[src/rtl/avalon_mem_pkg.sv]
// Shared types and constants for the Avalon-MM slave memory model.
package avalon_mem_pkg;

    typedef enum logic [1:0] {
        IDLE = 2'd0,
        WAIT = 2'd1,
        ACK  = 2'd2
    } mem_state_t;

    localparam int WAIT_NONE   = 0;
    localparam int WAIT_FIXED  = 1;
    localparam int WAIT_RANDOM = 2;

    // Right-shifting Fibonacci form of taps 16,14,13,11: feedback from bits 0,2,3,5.
    localparam logic [15:0] LFSR_TAPS = 16'h002D;

    function automatic logic [15:0] lfsr_next(input logic [15:0] cur);
        return {^(cur & LFSR_TAPS), cur[15:1]};
    endfunction

endpackage

[src/rtl/avalon_wait_gen.sv]
// Wait-state generator: LFSR plus mode select, producing the extra wait count N
// for the next access. The LFSR steps once per accepted request.
module avalon_wait_gen
    import avalon_mem_pkg::*;
#(
    parameter int          WAIT_MODE  = WAIT_RANDOM,
    parameter int          FIXED_WAIT = 1,
    parameter int          MAX_WAIT   = 5,
    parameter logic [15:0] LFSR_SEED  = 16'hACE1
) (
    input  logic       clk,
    input  logic       reset,
    input  logic       advance,
    output logic [7:0] wait_n
);

    logic [15:0] lfsr;

    always_ff @(posedge clk or posedge reset) begin
        if (reset) begin
            lfsr <= LFSR_SEED;
        end else if (advance) begin
            lfsr <= lfsr_next(lfsr);
        end
    end

    always_comb begin
        wait_n = 8'd0;
        case (WAIT_MODE)
            WAIT_FIXED:  wait_n = 8'(FIXED_WAIT);
            WAIT_RANDOM: wait_n = 8'(lfsr % 16'(MAX_WAIT + 1));
            default:     wait_n = 8'd0;
        endcase
    end

endmodule

[config.mk]
export PLATFORM = sky130hd
export DESIGN_NAME = avalon_wait_gen
export DESIGN_NICKNAME = d
export VERILOG_FILES = /design/src/rtl/avalon_mem_pkg.sv /design/src/rtl/avalon_wait_gen.sv
export SDC_FILE = /design/constraint.sdc
export NUM_CORES = 1
export LEC_CHECK = 0
export CORE_MARGIN = 5
export CORE_UTILIZATION = 64
export CTS_BUF_LIST = sky130_fd_sc_hd__clkbuf_2 sky130_fd_sc_hd__clkbuf_4 sky130_fd_sc_hd__clkbuf_8
export CTS_CLUSTER_DIAMETER = 40
export DETAILED_ROUTE_END_ITERATION = 12
export PLACE_DENSITY = 0.89
export SLEW_MARGIN = 10
export SYNTH_ARGS = -nofsm -noshare
export SYNTH_HDL_FRONTEND = slang
export SYNTH_SLANG_ARGS = --single-unit
export TNS_END_PERCENT = 10
[constraint.sdc]
create_clock -name clk -period 8.89 [get_ports clk]
set_clock_uncertainty 0.2 [all_clocks]
set_input_delay 1.3335 -clock clk [delete_from_list [all_inputs] [get_ports clk]]
set_output_delay 1.3335 -clock clk [all_outputs]
set_load 0.01 [all_outputs]
==> impl_summary.md <==
Clock tree
The number of hold-repair buffers added at the cts stage is 0. The clock tree buffer depth is 2. CTS built an H-tree with a depth of 1. Clock-pin slew was measured on the worst setup and hold paths at 60 ps. Clock tree synthesis inserted a total of 3 buffers. The clock tree from TritonCTS is built.

The source-to-sink clock delay at the later pin of the worst-skew pair is 240 ps. In this run the clock root is driven by a sky130_fd_sc_hd__clkbuf_8. The total number of clock tree sinks is 16.

Detailed routing
The final routed wire length divided by cell count is 16.19 um. The first routing iteration left 247 violations. Summed over all layers, the routed wires come to 5.602 mm. The count of antenna-violating nets left after detailed routing is 0. Using the TritonRoute via totals, the vias-per-cell ratio works out to 6.783.

The number of remaining DRC errors is 0. For this run, the detailed router's first-pass iteration total came to 5. The routed layout has 2347 vias.

Worst setup path
The startpoint class of the critical path is a register. The number of cells on the worst reg-to-reg path is 5. Traced cell by cell, the critical path runs through inv_1 -> ha_1 -> or4b_1 -> o41ai_4 -> and2_1 -> a21oi_1 -> o21a_1 -> nor3_2 -> or2_1 -> a41oi_2 -> a31oi_2 -> a2bb2oi_4 -> nor3_1 -> nor4_4 -> nand2_1 -> xnor2_1 -> o31ai_1 -> o31a_1 -> ha_1 -> nand2b_1 -> nor3_1 -> a31o_1 -> clkdlybuf4s50_1. In this run the critical register-to-register path is launched from lfsr[2]$_DFFE_PP0P_. On the worst path, the slowest cell contributes a delay of 650 ps.

The critical path is of the reg2out type. Tracing the worst setup path back leads to its startpoint at lfsr[2]$_DFFE_PP0P_. The slowest stage of the critical path is the sky130_fd_sc_hd__or4b_1 cell. Among cell families on the critical path, the largest total delay comes from simple AND/OR/NAND/NOR gates. The number of buffer and inverter stages on the critical path is 2. Data on the critical path is required at its endpoint by 7360 ps.

The cell count along the critical path is 23. Along the worst path, the maximum fanout reaches 14. The arrival time of data at the critical path endpoint is 6860 ps.

The endpoint class of the critical path is a primary output.

Flow run
The number of violations of the max-capacitance limit is 0.

Final layout
The number of flip-flops in the largest register is 16. Counting flops per register, the top entry is lfsr. The top cell types in the final layout, fill and taps aside, are sky130_fd_sc_hd__nand2_1, sky130_fd_sc_hd__nor2_1, sky130_fd_sc_hd__nor3_1. Leaving out fill and tap cells, the most frequent cell in the layout is sky130_fd_sc_hd__nand2_1. The filler cells instantiated in the layout total 278.

In the final layout, the multi-input gates occupy 1914 um^2. In the final layout, the registers with the most flip-flops are lfsr (16). The share of post-route cells with drive strength above 1 is 18.46%. The number of antenna diodes in the final layout is 0. Relative to the synthesized area, the layout overhead comes to 5.912%.

The final layout contains 305 nets. The sequential cell area is 410.4 um^2.

Outcome
The flow ran to the end, and the final reports show no timing, DRC or antenna violations.

STA
The worst pin sits at a relative slew slack of 41.01%. Setup repair after global routing left no endpoint under its margin. The setup-violating endpoint count in the final report is 0.

The count of final max-slew check failures is 0. The final hold violation count is 0. The setup TNS after final layout is 0 ps. The worst path needs 8397 ps of the cycle, external delays included.

After layout, the worst path uses 94.46% of the clock period. At the pin with the least slew margin, the transition time is 878.1 ps. Based on the critical path, the design can be clocked at up to 0.1191 GHz.

Synth
For this run, the leading register cell type out of synthesis is sky130_fd_sc_hd__dfstp_2. Yosys mapped the design onto 77 distinct sky130hd cell types. The async set or reset register ratio after synthesis is 100.0%.

The number of warnings printed during yosys synthesis is 0. The sequential fraction of the synthesis area is 16.72%. Yosys mapped a number of flops with a built-in enable equal to 0. A synthesized cell averages 8.102 um^2. The register bit total from synthesis is 16. The number of nets in the synthesized netlist is 309. The number of instances in the synthesized netlist is 303. The post-synthesis instance area is 2455 um^2.

GRT
The total global routing track utilization is 21.56%. Entering global routing, the biggest net connects 23 pins. The first global-routing pass estimated 9.363 mm of wire. The number of antenna violations at the first check in global routing came to 0. For this run the aggregate overflow at the end of global routing stands at 0. The via count of the first global-routing pass is 2079.

Floorplan
The total area inside the core boundary comes to 3689 um^2. The number of ports placed on the die boundary is 11. The chip width is 71.94 um. The y dimension of the die is 71.94 um. The floorplan has 22 rows. The area enclosed by the die boundary is 5175 um^2.

Once the floorplan was initialized, standard cells occupied 66.55% of the core.

Placed design
The final weighted congestion in routability-driven placement is 0.9647. The detailed placement HPWL is 4.088 mm. In this run the tool buffered the top-level ports with 10 buffer cells.

Worst hold path
The path type of the worst min-delay path is reg2reg. In this run the most critical hold path is launched from lfsr[15]$_DFFE_PP1P_. The cell depth of the worst hold path is 2.
worst register-to-register path, stage by stage (launching register included):
cell,delay [ps]
sky130_fd_sc_hd__dfrtp_1,510
sky130_fd_sc_hd__inv_1,200
sky130_fd_sc_hd__ha_1,340
sky130_fd_sc_hd__xnor2_1,140
sky130_fd_sc_hd__xnor2_1,130
sky130_fd_sc_hd__mux2_2,270
routing by layer:
layer | vias to the layer above | GRT usage [%] | share of wire, %
met5 | - | 0 | 0
met4 | 0 | 6.263 | 0.55
met3 | 6 | 0.8310 | 5.6
met2 | 107 | 36.73 | 49
met1 | 1092 | 29.66 | 45
li1 | 1142 | - | -
stage by stage:
stage                     setup slack, ps  cells  cell area, um^2  hold slack, ps  util (%)
after floorplan                      1709    303             2455           349.8         -
after global placement              782.8    338             2491           418.6     67.54
after detailed placement            585.8    338             2491           429.3     67.54
after CTS                           283.1    342             2546           438.0     69.03
after global routing                7.893    346             2600           470.0     70.49
final                               492.7    346             2600           444.9     70.49
cell usage after synthesis (8+ instances only):
library cell,number,area [um^2]
sky130_fd_sc_hd__mux2_2,12,135.1
sky130_fd_sc_hd__inv_1,8,30.03
sky130_fd_sc_hd__dfrtp_1,8,200.2
sky130_fd_sc_hd__dfstp_2,8,210.2
sky130_fd_sc_hd__clkbuf_1,14,52.55
sky130_fd_sc_hd__nand3_1,12,60.06
sky130_fd_sc_hd__a21oi_1,14,70.07
sky130_fd_sc_hd__nor2_1,19,71.32
sky130_fd_sc_hd__xnor2_1,10,87.58
sky130_fd_sc_hd__mux2i_1,8,80.08
sky130_fd_sc_hd__nor3_1,18,90.09
sky130_fd_sc_hd__nand2_1,29,108.9
sky130_fd_sc_hd__o21ai_0,12,60.06
kinds of logic (layout without fill, tap and decap cells):
logic type / after synthesis / after routing / share of synthesized area [%]
multiplexers: 22 / 22 / 9.684
AO/OA/AOI/OAI: 82 / 83 / 29.41
XOR/XNOR: 17 / 17 / 6.830
adder cells (fa/ha/maj): 3 / 3 / 1.529
buffers and inverters: 32 / 26 / 6.574
flip-flops: 16 / 16 / 16.72
AND/OR/NAND/NOR: 131 / 131 / 29.26
final timing paths:
kind                                              to  slack [ps]
worst max-delay path                       wait_n[5]         490
worst min-delay path            lfsr[14]$_DFFE_PP0P_         440
worst max register to register  lfsr[15]$_DFFE_PP1P_        7030
worst min register to register  lfsr[14]$_DFFE_PP0P_         440
max in group asynchronous        lfsr[5]$_DFFE_PP1P_        6880
min in group asynchronous       lfsr[14]$_DFFE_PP0P_        1240
cell type report:
class                      count  share of cell area, %
clock buffer                   4                  2.117
inverter                       8                  1.155
multi-input combinational    256                  73.63
sequential                    16                  15.78
tap                           48                  2.310
timing repair buffer          14                  5.005
what timing repair did:
action / in CTS / in global routing
gates resized for setup: 0 / 6
setup buffers: 0 / 3
endpoints found under the setup margin: 0 / 5
Power is not shown: default switching activity piles up to over one toggle a cycle in this logic, so the estimate is an artifact.
